### src/rtl/id_ex_stage.sv
// id_ex_stage: ID/EX pipeline register for the 5-stage MIPS pipeline.
// Captures decoded ID fields each clock and drives the EX-stage ALU operands.
// Also raises a combinational load-use stall request toward IF/ID.
//
// Build option:
//   IDEX_FORWARD_EN defined   - operands are forwarded from EX/MEM (first
//                               priority) and MEM/WB. Only a load in EX
//                               stalls the instruction in ID.
//   IDEX_FORWARD_EN undefined - no forwarding. Operands come from the
//                               register file only. Any RAW hazard against
//                               EX or EX/MEM stalls. WB-stage hazards rely on
//                               the register file's write-before-read.
module id_ex_stage (
    input  logic        clk,
    input  logic        reset,
    input  logic        hold,
    input  logic        flush,
    input  logic        id_valid,
    input  logic [4:0]  id_rs_addr,
    input  logic [4:0]  id_rt_addr,
    input  logic [31:0] id_rs_data,
    input  logic [31:0] id_rt_data,
    input  logic [31:0] id_imm,
    input  logic [4:0]  id_shamt,
    input  logic        id_shamt_var,
    input  logic        id_alusrc,
    input  logic [4:0]  id_aluct,
    input  logic        id_sign,
    input  logic [4:0]  id_rd,
    input  logic        id_regwrite,
    input  logic        id_memread,
    input  logic        id_memwrite,
    input  logic        id_memtoreg,
    input  logic        exmem_regwrite,
    input  logic [4:0]  exmem_rd,
    input  logic [31:0] exmem_result,
    input  logic        memwb_regwrite,
    input  logic [4:0]  memwb_rd,
    input  logic [31:0] memwb_result,
    output logic [31:0] ex_in1,
    output logic [31:0] ex_in2,
    output logic [4:0]  ex_aluct,
    output logic [4:0]  ex_shamt,
    output logic        ex_sign,
    output logic [31:0] ex_store_data,
    output logic        ex_valid,
    output logic        ex_regwrite,
    output logic        ex_memread,
    output logic        ex_memwrite,
    output logic        ex_memtoreg,
    output logic [4:0]  ex_rd,
    output logic [1:0]  ex_fwd_a,
    output logic [1:0]  ex_fwd_b,
    output logic        load_use_stall
);

    // Registered ID/EX fields
    logic        r_valid;
    logic [4:0]  r_rs_addr;
    logic [4:0]  r_rt_addr;
    logic [31:0] r_rs_data;
    logic [31:0] r_rt_data;
    logic [31:0] r_imm;
    logic [4:0]  r_shamt;
    logic        r_shamt_var;
    logic        r_alusrc;
    logic [4:0]  r_aluct;
    logic        r_sign;
    logic [4:0]  r_rd;
    logic        r_regwrite;
    logic        r_memread;
    logic        r_memwrite;
    logic        r_memtoreg;

    // Next-state values and control
    logic        w_load;
    logic        w_capture;
    logic        w_ctl_en;
    logic        w_stall;
    logic        w_rs_hit_ex;
    logic        w_rt_hit_ex;
    logic [1:0]  w_fwd_a;
    logic [1:0]  w_fwd_b;
    logic [31:0] w_rs_val;
    logic [31:0] w_rt_val;

    // Register load policy: flush wins over hold, hold wins over the stall
    // bubble. A bubble is simply a capture of all zeros.
    always_comb begin
        w_load    = flush | ~hold;
        w_capture = ~flush & ~hold & ~w_stall;
        w_ctl_en  = w_capture & id_valid;
    end

    // Pipeline register: reset, then flush/hold/stall/capture
    always_ff @(posedge clk) begin
        if (reset) begin
            r_valid     <= 1'b0;
            r_rs_addr   <= '0;
            r_rt_addr   <= '0;
            r_rs_data   <= '0;
            r_rt_data   <= '0;
            r_imm       <= '0;
            r_shamt     <= '0;
            r_shamt_var <= 1'b0;
            r_alusrc    <= 1'b0;
            r_aluct     <= '0;
            r_sign      <= 1'b0;
            r_rd        <= '0;
            r_regwrite  <= 1'b0;
            r_memread   <= 1'b0;
            r_memwrite  <= 1'b0;
            r_memtoreg  <= 1'b0;
        end else if (w_load) begin
            r_valid     <= w_ctl_en & id_valid;
            r_rs_addr   <= w_capture ? id_rs_addr   : '0;
            r_rt_addr   <= w_capture ? id_rt_addr   : '0;
            r_rs_data   <= w_capture ? id_rs_data   : '0;
            r_rt_data   <= w_capture ? id_rt_data   : '0;
            r_imm       <= w_capture ? id_imm       : '0;
            r_shamt     <= w_capture ? id_shamt     : '0;
            r_shamt_var <= w_capture & id_shamt_var;
            r_alusrc    <= w_capture & id_alusrc;
            r_aluct     <= w_capture ? id_aluct     : '0;
            r_sign      <= w_capture & id_sign;
            r_rd        <= w_capture ? id_rd        : '0;
            r_regwrite  <= w_ctl_en & id_regwrite;
            r_memread   <= w_ctl_en & id_memread;
            r_memwrite  <= w_ctl_en & id_memwrite;
            r_memtoreg  <= w_ctl_en & id_memtoreg;
        end
    end

    // Does the instruction in EX write a register that ID is reading?
    always_comb begin
        w_rs_hit_ex = (r_rd != 5'd0) && (r_rd == id_rs_addr);
        w_rt_hit_ex = (r_rd != 5'd0) && (r_rd == id_rt_addr);
    end

`ifdef IDEX_FORWARD_EN
    // Forward select: EX/MEM first, then MEM/WB; $0 never forwards
    always_comb begin
        w_fwd_a = 2'b00;
        w_fwd_b = 2'b00;
        if (exmem_regwrite && (exmem_rd != 5'd0) && (exmem_rd == r_rs_addr))
            w_fwd_a = 2'b10;
        else if (memwb_regwrite && (memwb_rd != 5'd0) && (memwb_rd == r_rs_addr))
            w_fwd_a = 2'b01;
        if (exmem_regwrite && (exmem_rd != 5'd0) && (exmem_rd == r_rt_addr))
            w_fwd_b = 2'b10;
        else if (memwb_regwrite && (memwb_rd != 5'd0) && (memwb_rd == r_rt_addr))
            w_fwd_b = 2'b01;
    end

    // Operand muxes driven by the forward selects
    always_comb begin
        w_rs_val = r_rs_data;
        w_rt_val = r_rt_data;
        case (w_fwd_a)
            2'b10:   w_rs_val = exmem_result;
            2'b01:   w_rs_val = memwb_result;
            default: w_rs_val = r_rs_data;
        endcase
        case (w_fwd_b)
            2'b10:   w_rt_val = exmem_result;
            2'b01:   w_rt_val = memwb_result;
            default: w_rt_val = r_rt_data;
        endcase
    end

    // Only a load in EX cannot be forwarded in time: one bubble covers it
    always_comb begin
        w_stall = id_valid & r_valid & r_memread & (w_rs_hit_ex | w_rt_hit_ex);
    end
`else
    // No forwarding: operands straight from the register file
    always_comb begin
        w_fwd_a  = 2'b00;
        w_fwd_b  = 2'b00;
        w_rs_val = r_rs_data;
        w_rt_val = r_rt_data;
    end

    // Any RAW hazard against EX or EX/MEM holds ID until the producer
    // reaches WB, where the register file's write-before-read resolves it
    always_comb begin
        w_stall = 1'b0;
        if (id_valid) begin
            if (r_valid && r_regwrite && (w_rs_hit_ex || w_rt_hit_ex))
                w_stall = 1'b1;
            if (exmem_regwrite && (exmem_rd != 5'd0) &&
                ((exmem_rd == id_rs_addr) || (exmem_rd == id_rt_addr)))
                w_stall = 1'b1;
        end
    end
`endif

    // EX-stage output assembly
    always_comb begin
        ex_in1         = w_rs_val;
        ex_in2         = r_alusrc ? r_imm : w_rt_val;
        ex_store_data  = w_rt_val;
        ex_shamt       = r_shamt_var ? w_rs_val[4:0] : r_shamt;
        ex_aluct       = r_aluct;
        ex_sign        = r_sign;
        ex_valid       = r_valid;
        ex_regwrite    = r_regwrite;
        ex_memread     = r_memread;
        ex_memwrite    = r_memwrite;
        ex_memtoreg    = r_memtoreg;
        ex_rd          = r_rd;
        ex_fwd_a       = w_fwd_a;
        ex_fwd_b       = w_fwd_b;
        load_use_stall = w_stall;
    end

endmodule

### config.mk
export PLATFORM = sky130hd
export DESIGN_NAME = id_ex_stage
export DESIGN_NICKNAME = d
export VERILOG_FILES = /design/src/rtl/id_ex_stage.sv
export SDC_FILE = /design/constraint.sdc
export NUM_CORES = 1
export LEC_CHECK = 0
export BUFFER_PORTS_ARGS = -buffer_cell sky130_fd_sc_hd__buf_2
export CELL_PAD_IN_SITES_DETAIL_PLACEMENT = 2
export CELL_PAD_IN_SITES_GLOBAL_PLACEMENT = 2
export CORE_MARGIN = 2
export CORE_UTILIZATION = 24
export CTS_BUF_LIST = sky130_fd_sc_hd__clkbuf_8 sky130_fd_sc_hd__clkbuf_16
export CTS_CLUSTER_SIZE = 12
export DETAILED_ROUTE_END_ITERATION = 10
export GPL_TIMING_DRIVEN = 0
export PLACE_DENSITY = 0.95
export RECOVER_POWER = 50
export SLEW_MARGIN = 10
export SYNTH_ARGS = -nofsm -noshare
export SYNTH_HDL_FRONTEND = slang
export SYNTH_SLANG_ARGS = --single-unit
### constraint.sdc
create_clock -name clk -period 4.6 [get_ports clk]
set_input_delay 0 -clock clk [delete_from_list [all_inputs] [get_ports clk]]
set_output_delay 0 -clock clk [all_outputs]
set_load 0.005 [all_outputs]
Word level (Yosys, flattened, before mapping)
Index checks and enable logic that the tools add are counted.
- flip-flop bits (word level): 119
- bits in latches: 0
- memory bits (writable): 0
- memory bits (read-only): 0
- input bits: 209
- output and inout bits: 122
- word-level logic and storage cells: 54
- memories: 0
- $add $sub $neg: 0
- $mul: 0
- divide/modulo/power cells: 0
- $lt $le $gt $ge: 0
- eq/ne operators: 4
- shift-type cells: 0
- muxes and demuxes: 11
- bitwise logic cells: 15
- reductions and logical operators: 10
- operators by type and width (kind ; count):
    $mux W32 ; 4
    $eq A5 B5 Y1 ; 4
    $mux W5 ; 4
    $and A1 B1 Y1 ; 11
    $reduce_bool A5 Y1 ; 2
    $logic_and A1 B1 Y1 ; 6
    $mux W1 ; 3
    $not A1 Y1 ; 3
    $logic_or A1 B1 Y1 ; 2
    $or A1 B1 Y1 ; 1

Logic depth before layout (Yosys ltp)
- depth in word-level cells: 11
- depth in mapped cells: 7
- gate-level depth less buffers: 5

Worst setup path after synthesis
No wires, ideal clock.
- kind: register -> register
- start: reg r_rd[4] (netlist: ex_rd[4])
- end: reg r_aluct[2] (netlist: ex_aluct[2])
- arrival time: 1.445 ns
- data required time: 4.483 ns
- slack: 3.038 ns
- stages on the path, launching flop included: 8
- buffers on the path: 2
- period minus slack after synthesis: 1.562 ns
- path through: dfxtp_1 > xnor2_1 > nand3_1 > o22ai_1 > a221oi_2 > buf_4 > buf_4 > a22o_1
- cells in the longest elaborated chain, start to end: 10
- elaborated cells between the ends (all ways): 13
- those cells by class: 2 x eq/ne; 4 x mux; 2 x bitwise; 5 x reduce/logical
- ends and longest elaborated chain (item ; RTL line ; RTL):
    start, declared ; 69 ; logic [4:0] r_rd;
    start signal, assigned ; 126 ; r_rd <= w_capture ? id_rd : '0;
    $eq A5 B5 Y1, or another cell as far along ; 136 ; w_rs_hit_ex = (r_rd != 5'd0) && (r_rd == id_rs_addr);
    $logic_and A1 B1 Y1, on equally long branches ; 136, 137 ;
    $logic_or A1 B1 Y1 (*) ; 189 ; if (r_valid && r_regwrite && (w_rs_hit_ex || w_rt_hit_ex))
    $logic_and A1 B1 Y1 (*) ; 189 ;
    $mux W1 (*) ; 189 ;
    $mux W1 (*) ; 191 ; if (exmem_regwrite && (exmem_rd != 5'd0) &&
    $mux W1 (*) ; 188 ; if (id_valid) begin
    $not A1 Y1 (*) ; 91 ; w_capture = ~flush & ~hold & ~w_stall;
    $and A1 B1 Y1 (*) ; 91 ;
    $mux W5 (*) ; 124 ; r_aluct <= w_capture ? id_aluct : '0;
    end signal, assigned ; 124 ;
    end, declared ; 67 ; logic [4:0] r_aluct;
Every way passes the cells marked *; elsewhere a longest branch is shown, timed or not.
A chain may end at the register's enable or synchronous reset.

Worst setup path in the final report
- start: reg r_rd[2] (netlist: ex_rd[2])
- end: reg r_rt_data[16] (netlist: ex_store_data[16])
- cells in the longest elaborated chain, start to end: 10
- elaborated cells between the ends (all ways): 13
- those cells by class: 2 x eq/ne; 4 x mux; 2 x bitwise; 5 x reduce/logical
- ends and longest elaborated chain (item ; RTL line ; RTL):
    $eq A5 B5 Y1, or another cell as far along ; 136 ;
    $logic_and A1 B1 Y1, on equally long branches ; 136, 137 ;
    $logic_or A1 B1 Y1 (*) ; 189 ;
    $logic_and A1 B1 Y1 (*) ; 189 ;
    $mux W1 (*) ; 189 ;
    $mux W1 (*) ; 191 ;
    $mux W1 (*) ; 188 ;
    $not A1 Y1 (*) ; 91 ;
    $and A1 B1 Y1 (*) ; 91 ;
    $mux W32 (*) ; 119 ; r_rt_data <= w_capture ? id_rt_data : '0;
    end signal, assigned ; 119 ;
    end, declared ; 62 ; logic [31:0] r_rt_data;
Marked as above.

==> results.toml <==
[drt]
viasPerCell = 4.79
first_pass_iters = 4
drtIter0Drc = 145
drt-total-wl_um = 23000
vias = 4758
routedWlPerCell_um = 23.1
ant_nets = 0
drc = 0

[placed_design]
detailed_place.area_um2 = 5910
hpwl_um = 13400
dp_cells = 841
place.gp.congestion = 0.781
numPortBuffers = 256

[clock_tree]
cts_resized = 0
cts.htree.levels = 4
cts_setup_buffers = 0
cts-root-buf = "clkbuf_16"
cts.path.max_buffers = 2
hold_buffers = 118
cts-buffers-inserted = 17
clock_latency_ps = 410
path_clk_slew_ps = 60
cts_sinks = 119
cts_tree = "built"

[synthesis]
yosysSeqAreaShare_pct = 55.0
ys_types = 21
yosys_warnings = 0
synth.top_cell.area_share_pct = 55.0
netlist_instances = 353
yosysTopAreaCell = "dfxtp_1"
yosysMostFrequentCell = "dfxtp_1"
syn_area_per_cell_um2 = 12.3
synth_top_flop_cell = "dfxtp_1"
syn_area_um2 = 4330
synth.area.top_cells = "dfxtp_1 55%, a22o_1 23%, mux2_2 9.6%"
yosys_register_bits = 119
async_reset_ff_share_pct = 0
synth_edf_count = 0
synthTopCellsByCount = "119 x dfxtp_1, 115 x a22o_1, 37 x mux2_2, 20 x xnor2_1, 18 x clkbuf_1"

[worst_hold_path]
whs_path_depth = 4
worstHoldStart = "id_valid"
hold_class = "input pin to register"
min_to = "ex_valid$_SDFFE_PP0P_"

[cells_and_area]
drive_gt1_share_pct = 35.1
fin_nets = 958
stdcell_count = 993
syn_to_final_growth_pct = 75.2
final_area_um2 = 7580

[worst_setup_path]
cp.arrival_ps = 3200
r2r_cells = 7
cp-start-kind = "register"
worstPathRequired_ps = 4940
rr_startpoint = "ex_rd[2]$_SDFFE_PP0P_"
r2r_end = "ex_store_data[16]$_SDFFE_PP0P_"
timing_worst_setup_path_type = "register to register"
endpoint_kind = "register"
cp_max_fo = 10
rrSetupSlack_ps = 1750

[global_routing]
grt_pass1_vias = 5684
grt_pass1_wl_um = 34400
overflow = 0
grt_max_degree = 17
track_usage_pct = 23.7
antenna_found_initial = 4

[timing]
fin_crit_ps = 2850
finClkSkew_ps = 13.7
setup_violations = 0
maxSlewHeadroom_pct = 32.3
rsz0062_at_grt = "no"
fin_tns_setup_ps = 0
period_share_pct = 62.1
drv_slew = 0
fmax_mhz = 350
finalHoldViolations = 0
worstMarginPinSlew_ps = 1010

[floorplanning]
coreArea_um2 = 17800
ios = 331
die_h_um = 138
die-area_um2 = 19100
start_util_pct = 24.3
num_rows = 49
die_w_um = 138

[pwr]
ir_drop_v = 0.000241
p_per_area_nw_per_um2 = 363
p_leak_nw = 3.44

[job]
drv_cap = 0

[status]
status = "finished, final reports clean"
-- layer usage --
| metal | vias up | track usage (%) | share of wire (%) |
|---|---|---|---|
| met1 | 2360 | 23.3 | 35 |
| met5 | - | 0 | 0 |
| li1 | 2142 | - | - |
| met3 | 53 | 4.19 | 3.8 |
| met2 | 203 | 46.5 | 57 |
| met4 | 0 | 12.8 | 4.1 |
-- logic make-up after synthesis --
kind of cell | count (synthesis) | share of synthesized area [%]
AOI/OAI and AO/OA | 125 | 25.3
xor gates and xnor gates | 20 | 4.05
buffers and inverters | 36 | 4.22
DFF | 119 | 55.0
muxes | 37 | 9.62
other | 1 | 0.0866
and+or+nand+nor | 15 | 1.68
-- report_power, final --
group	internal, mW	switching (mW)
clock network	0.850	0.488
registers	1.07	0.0279
logic	0.181	0.138
total	2.10	0.654
-- how the worst max path moves through the flow --
stage                                from  slack, ps                              to
floorplan           ex_rd[4]$_SDFFE_PP0P_       3040        ex_aluct[2]$_SDFFE_PP0P_
global placement              exmem_rd[0]       2480   ex_store_data[8]$_SDFFE_PP0P_
detailed placement            exmem_rd[0]       2390   ex_store_data[2]$_SDFFE_PP0P_
CTS                 r_alusrc$_SDFFE_PP0P_       2350                      ex_in2[23]
global route        ex_rd[2]$_SDFFE_PP0P_       1540          r_imm[30]$_SDFFE_PP0P_
finish              ex_rd[2]$_SDFFE_PP0P_       1750  ex_store_data[16]$_SDFFE_PP0P_
-- sequential cells by signal (all words and copies together), names as in the netlist --
signal	flops
ex_sign	1
r_shamt_var	1
ex_store_data	32
ex_valid	1
ex_rd	5
ex_memread	1
ex_regwrite	1
ex_memtoreg	1
r_imm	32
r_alusrc	1
ex_aluct	5
ex_in1	32
r_shamt	5
ex_memwrite	1
-- area by class of cell --
class / instances / area [um^2]
repair buffers: 374 / 2380
well taps: 229 / 287
clock inverters: 12 / 139
multi-input cells: 201 / 1770
plain buffers: 34 / 168
flip-flops and latches: 119 / 2380
diodes: 4 / 10.0
clock buffers: 18 / 439
inverters: 2 / 7.51
fillers: 1903 / 10300
-- worst max-delay path, cell delays in order, from the launching register on --
cell      delay, ps
dfxtp_1         480
xnor2_1         140
nand3_1          90
o22ai_1         130
a221oi_1        890
clkbuf_1        550
buf_4           310
a22o_1          190
-- layout by cell type (no fill, tap or decap), drive strengths merged --
| cell type | instances |
|---|---|
| dfxtp | 119 |
| xnor2 | 20 |
| a32o | 4 |
| dlygate4sd3 | 118 |
| mux2 | 37 |
| clkinvlp | 3 |
| conb | 4 |
| nor3b | 1 |
| nand3 | 5 |
| a21oi | 1 |
| o311a | 1 |
| nor2 | 2 |
| nand2 | 4 |
| inv | 5 |
| or3 | 2 |
| buf | 204 |
| a22o | 115 |
| clkbuf | 104 |
| diode | 4 |
| o22ai | 2 |
| clkinv | 3 |
| a221oi | 1 |
| bufinv | 3 |
| a22oi | 1 |
| nor3 | 1 |
-- through the flow --
step                      worst slack [ps]  total power, mW  hold WS [ps]  utilization, %
after global placement                2480             1.33           209            33.1
after detailed placement              2390             1.34           214            33.1
after CTS                             2350             2.76          88.4            43.0
after global routing                  1540             2.86           126            42.5
final                                 1750             2.75          97.8            42.5
after floorplan                       3040             1.20           126               -
Note: power is estimated with default switching activity, not from simulation.
